**config.mk**
```make
export PLATFORM = sky130hd
export DESIGN_NAME = sprite_compositor
export DESIGN_NICKNAME = d
export VERILOG_FILES = /design/src/rtl/sprite_pkg.sv /design/src/rtl/sprite_addr_gen.sv /design/src/rtl/sprite_compositor.sv
export SDC_FILE = /design/constraint.sdc
export NUM_CORES = 1
export LEC_CHECK = 0
export CAP_MARGIN = 40
export CORE_ASPECT_RATIO = 0.6
export CORE_MARGIN = 2
export CORE_UTILIZATION = 40
export CTS_CLUSTER_SIZE = 30
export DETAILED_ROUTE_END_ITERATION = 12
export PLACE_DENSITY = 0.69
export SLEW_MARGIN = 20
export SYNTH_ARGS = -nofsm -noshare
export SYNTH_HDL_FRONTEND = slang
export SYNTH_SLANG_ARGS = --single-unit
```
**constraint.sdc**
```tcl
create_clock -name Clk -period 15.18 [get_ports Clk]
set_clock_uncertainty 0.05 [all_clocks]
set_input_delay 4.554 -clock Clk [delete_from_list [all_inputs] [get_ports Clk]]
set_output_delay 4.554 -clock Clk [all_outputs]
set_load 0.03 [all_outputs]
```
**src/rtl/sprite_pkg.sv**
```systemverilog
// Shared types and colour defaults for the sprite compositor.
package sprite_pkg;
    typedef logic [23:0] rgb_t;
    typedef logic [9:0]  coord_t;
    typedef enum logic {SHOW = 1'b0, HIDE = 1'b1} blink_state_t;

    localparam rgb_t KEY_RGB_DEFAULT = 24'hFF0000;
    localparam rgb_t BG_RGB_DEFAULT  = 24'hB7FE7B;
endpackage

```
**src/rtl/sprite_addr_gen.sv**
```systemverilog
// Per-layer sprite ROM address generator and compositing-active flag.
module sprite_addr_gen
    import sprite_pkg::*;
#(
    parameter int unsigned ADDR_W = 19
) (
    input  coord_t            draw_x_i,
    input  coord_t            draw_y_i,
    input  coord_t            origin_x_i,
    input  coord_t            origin_y_i,
    input  logic [3:0]        stride_log2_i,
    input  logic              hit_i,
    input  logic              en_i,
    input  logic              blink_i,
    input  logic              blink_phase_i,
    output logic [ADDR_W-1:0] rom_addr_o,
    output logic              active_o
);
    logic [ADDR_W-1:0] dx;
    logic [ADDR_W-1:0] dy;

    always_comb begin
        dx = ADDR_W'(draw_x_i) - ADDR_W'(origin_x_i);
        dy = ADDR_W'(draw_y_i) - ADDR_W'(origin_y_i);
        rom_addr_o = hit_i ? (dx + (dy << stride_log2_i)) : '0;
        active_o   = hit_i & en_i & (~blink_i | blink_phase_i);
    end
endmodule

```
**src/rtl/sprite_compositor.sv**
```systemverilog
// Multi-layer sprite compositor: per-layer ROM addressing, priority/colour-key
// selection and frame-based blinking, with a fixed ROM_LAT+1 cycle latency.
module sprite_compositor
    import sprite_pkg::*;
#(
    parameter int unsigned NUM_LAYERS = 8,
    parameter int unsigned ROM_LAT    = 1,
    parameter int unsigned ADDR_W     = 19,
    parameter rgb_t        KEY_RGB    = KEY_RGB_DEFAULT,
    parameter rgb_t        BG_RGB     = BG_RGB_DEFAULT,
    parameter int unsigned BLINK_LOG2 = 5
) (
    input  logic                             Clk,
    input  logic                             Reset,
    input  logic                             frame_start,
    input  logic                             pix_valid,
    input  coord_t                           DrawX,
    input  coord_t                           DrawY,
    input  logic [NUM_LAYERS-1:0]            layer_en,
    input  logic [NUM_LAYERS-1:0]            layer_blink,
    input  logic [NUM_LAYERS-1:0]            layer_hit,
    input  coord_t [NUM_LAYERS-1:0]          originX,
    input  coord_t [NUM_LAYERS-1:0]          originY,
    input  logic [NUM_LAYERS-1:0][3:0]       stride_log2,
    output logic [NUM_LAYERS-1:0][ADDR_W-1:0] rom_addr,
    input  rgb_t [NUM_LAYERS-1:0]            rom_data,
    output logic [7:0]                       VGA_R,
    output logic [7:0]                       VGA_G,
    output logic [7:0]                       VGA_B,
    output logic                             out_valid
);
    logic [BLINK_LOG2:0]   frame_cnt_q, frame_cnt_d;
    blink_state_t          state_q, state_d;
    logic                  blink_phase;
    logic [NUM_LAYERS-1:0] active;
    logic [NUM_LAYERS-1:0] act_q [ROM_LAT];
    logic                  pv_q  [ROM_LAT];
    rgb_t                  sel_rgb;
    logic                  found;

    // Phase only moves on frame_start, so a pixel coincident with it uses the old phase.
    always_comb begin
        frame_cnt_d = frame_cnt_q;
        state_d     = state_q;
        if (frame_start) begin
            frame_cnt_d = frame_cnt_q + 1'b1;
            state_d     = frame_cnt_d[BLINK_LOG2] ? HIDE : SHOW;
        end
    end

    assign blink_phase = (state_q == SHOW);

    for (genvar g = 0; g < NUM_LAYERS; g++) begin : g_layer
        sprite_addr_gen #(
            .ADDR_W(ADDR_W)
        ) u_addr_gen (
            .draw_x_i      (DrawX),
            .draw_y_i      (DrawY),
            .origin_x_i    (originX[g]),
            .origin_y_i    (originY[g]),
            .stride_log2_i (stride_log2[g]),
            .hit_i         (layer_hit[g]),
            .en_i          (layer_en[g]),
            .blink_i       (layer_blink[g]),
            .blink_phase_i (blink_phase),
            .rom_addr_o    (rom_addr[g]),
            .active_o      (active[g])
        );
    end

    // Lowest-index active, non-keyed layer wins; otherwise background.
    always_comb begin
        sel_rgb = BG_RGB;
        found   = 1'b0;
        for (int unsigned i = 0; i < NUM_LAYERS; i++) begin
            if (!found && act_q[ROM_LAT-1][i] && (rom_data[i] != KEY_RGB)) begin
                sel_rgb = rom_data[i];
                found   = 1'b1;
            end
        end
    end

    always_ff @(posedge Clk) begin
        if (!Reset) begin
            for (int unsigned s = 0; s < ROM_LAT; s++) begin
                act_q[s] <= '0;
                pv_q[s]  <= 1'b0;
            end
            frame_cnt_q <= '0;
            state_q     <= SHOW;
            VGA_R       <= '0;
            VGA_G       <= '0;
            VGA_B       <= '0;
            out_valid   <= 1'b0;
        end else begin
            act_q[0] <= active;
            pv_q[0]  <= pix_valid;
            for (int unsigned s = 1; s < ROM_LAT; s++) begin
                act_q[s] <= act_q[s-1];
                pv_q[s]  <= pv_q[s-1];
            end
            frame_cnt_q <= frame_cnt_d;
            state_q     <= state_d;
            if (pv_q[ROM_LAT-1]) begin
                VGA_R     <= sel_rgb[23:16];
                VGA_G     <= sel_rgb[15:8];
                VGA_B     <= sel_rgb[7:0];
                out_valid <= 1'b1;
            end else begin
                VGA_R     <= '0;
                VGA_G     <= '0;
                VGA_B     <= '0;
                out_valid <= 1'b0;
            end
        end
    end
endmodule
```
==> flow_metrics.tcl <==
set metrics [dict create \
    crit_type "input pin to output port" \
    p_leak_nw 12.7 \
    syn_area_um2 21300 \
    via_count 25200 \
    rsz0062_at_grt "false" \
    start_kind "input pin" \
    first_iter_violations 2561 \
    fillers 5237 \
    drive_gt1_frac 0.0520 \
    period_needed_ns 14.83 \
    syn_inst 3086 \
    relSlewSlack 0.384 \
    cts-hold-fix-buffers 0 \
    cts_tree "done" \
    use_met1 0.473 \
    critPathRequiredTime_ns 10.58 \
    hold_path_class "register to register" \
    cp.arrival_ns 10.22 \
    yosysWarningCount 0 \
    routed_wl_um 95400 \
    layout_common_cells "clkdlybuf4s50_1 (593), nor2_1 (309), ha_1 (305)" \
    grt_util_met2 0.438 \
    ys_seq_elements 40 \
    pre_cts_slack_ns 0.262 \
    rows 65 \
    end_kind "output port" \
    antenna_found_initial 26 \
    drc 0 \
    avgSynthCellArea_um2 6.92 \
    r2r-start "act_q[0][1]" \
    hp-start "frame_cnt_q[1]" \
    nNetsFinal 4413 \
    power.density_nw_per_um2 80.3 \
    tns_ns 0 \
    slew_violations 0 \
    worstPathCellList "clkdlybuf4s50_1 -> inv_1 -> buf_4 -> ha_1 -> inv_1 -> fa_1 -> a21o_1 -> a22o_1 -> o41ai_2 -> xnor2_1 -> mux4_2 -> mux2i_1 -> o22ai_1 -> ha_1 -> a21oi_1 -> o21ai_0 -> a41oi_1 -> a211oi_1 -> a31o_2 -> a2111o_1 -> nand4_1 -> clkdlybuf4s50_1" \
    synth_top_area_frac 0.179 \
    grt.overflow.total 0 \
    die_h_um 183 \
    design.core.area_um2 52600 \
    ff_latch_area_um2 801 \
    cp_slowest_cell "clkdlybuf4s50_1" \
    status "finished, final reports clean" \
    root_buffer "clkbuf_16" \
    globalplace.congestion 1.11 \
    pwr-share-clk 0.058 \
    clk_pin_slew_worst_paths_ns 0.06 \
    p_sw_w 0.00122 \
    crit_path_start "DrawY[0]" \
    pin_count 609 \
    grt_pass1_vias 22100 \
    worstMarginPinSlew_ns 0.921 \
    synth_ff_type "dfxtp_1" \
    maxCapViolations 0 \
    io_buffers 608 \
    start_util 0.406 \
    synth_nets 3847 \
    insertion_delay_ns 0.32 \
    fin_crit_sh 0.977 \
    wl_per_cell_um 21.8 \
    post_cts_buffers 0 \
    synth_cell_types 97 \
    synth.area.top_cells "ha_1 (18%), a21oi_1 (5.6%), nor2_1 (5.4%), inv_1 (4.9%), mux2i_1 (4.5%)" \
    vias_per_cell 5.76 \
    clock-sinks 40 \
    ant_nets 0 \
    synth_edf_count 0 \
    cts_resized 0 \
    firstDrtPassIters 6 \
    setup_viol 0 \
    internal-power_w 0.00108 \
    combPwrFrac 0.893 \
    synth_top_area_cell "ha_1" \
    htreeDepth 2 \
    fp.dieW_um 302 \
    dp_hpwl_um 82400 \
    final_common_cell "clkdlybuf4s50_1" \
    grt_pass1_wl_um 137000 \
    crit_fanout 8 \
    multi_input_area_um2 19000 \
    swShare 0.530 \
    cts_buffer_depth 2 \
    cts_made_buffers 5 \
    p_seq_frac 0.048 \
    die_area_um2 55300 \
    hold_viol 0 \
    met3_usage 0.139 \
    slowest_delay_ns 0.67 \
    gr-usage-all-layers 0.326 \
    syn_to_final_growth_pct 34.3 \
    ys_seq_area_frac 0.0375 \
    grt.busiest_layer "met1" \
    peakVddDrop_v 0.0000741 \
    max_freq_mhz 67.4 \
    grt_start_max_net_pins 31 \
    synthArstFlopShare 0 \
    setup_slack_ns 0.353 \
]
-- through the flow --
step                utilization  std cells  hold slack (ns)  instance area (um2)  power (W)
floorplan                     -       3086            0.460                21300    0.00145
detailed placement        0.539       4342            0.491                28300    0.00213
CTS                       0.542       4350            0.509                28500    0.00228
global placement          0.537       4335            0.480                28200    0.00213
global route              0.544       4365            0.541                28600    0.00248
finish                    0.545       4374            0.507                28700    0.00230
-- layer usage --
| layer | routed length (um) | part of all wire |
|---|---|---|
| met5 | 121 | 0.0013 |
| met4 | 2170 | 0.023 |
| met3 | 11400 | 0.12 |
| met2 | 36700 | 0.39 |
| met1 | 45000 | 0.47 |
-- registers in the layout, summed over array words and instances (netlist names) --
register	cells
VGA_B	8
VGA_G	8
VGA_R	8
act_q	8
frame_cnt_q	6
out_valid	1
pv_q	1
-- worst paths after layout --
path | end | slack (ns) | depth (start not counted)
worst max-delay path | rom_addr[112] | 0.35 | 22
worst min-delay path | frame_cnt_q[1] | 0.51 | 2
worst max register to register | VGA_R[6] | 11.93 | 8
worst min register to register | frame_cnt_q[1] | 0.51 | 2
-- critical path, delay by kind of cell --
family	cells	cell delay, ns
AO/OA/AOI/OAI	10	2.30
adder cells (fa/ha/maj)	3	0.92
AND/OR/NAND/NOR	1	0.07
multiplexers	2	0.74
XOR/XNOR	1	0.18
buffers and inverters	5	1.47
-- cells by family (layout without fill, tap and decap cells) --
group	after synthesis	in the layout	share of synthesized area
other	0	18	0
muxes	149	149	0.0830
xor gates and xnor gates	195	195	0.0806
AOI/OAI and AO/OA	889	889	0.274
DFF	40	40	0.0375
and+or+nand+nor	1082	1082	0.251
adders and majority gates	329	329	0.201
buffers and inverters	402	969	0.0730
-- synth_stat cells (66+ instances only) --
| library cell | n |
|---|---|
| nor2_1 | 309 |
| xnor2_1 | 96 |
| inv_1 | 281 |
| mux2i_1 | 95 |
| o21ai_0 | 148 |
| nor2b_1 | 71 |
| xor2_1 | 98 |
| a21o_1 | 71 |
| a21oi_1 | 239 |
| clkbuf_1 | 85 |
| and2_1 | 66 |
| nand3_1 | 72 |
| nand2_1 | 241 |
| ha_1 | 305 |
| nor3_1 | 99 |
-- power by group through the flow --
stage | Combinational, W | Clock [W] | Sequential (W)
final | 0.00206 | 0.000135 | 0.000111
after detailed placement | 0.00202 | 0 | 0.000114
after floorplan | 0.00133 | 0 | 0.000119
after global placement | 0.00201 | 0 | 0.000114
after global routing | 0.00223 | 0.000139 | 0.000112
after CTS | 0.00203 | 0.000134 | 0.000111
-- layout make-up --
| cell class | count | area share |
|---|---|---|
| Inverter | 296 | 0.0389 |
| Timing Repair Buffer | 665 | 0.232 |
| Antenna cell | 18 | 0.00157 |
| Clock inverter | 3 | 0.00148 |
| Multi-Input combinational cell | 2644 | 0.664 |
| Clock buffer | 5 | 0.00436 |
| Sequential cell | 40 | 0.0279 |
| Tap cell | 703 | 0.0307 |
Note: power is estimated with default switching activity, not from simulation.
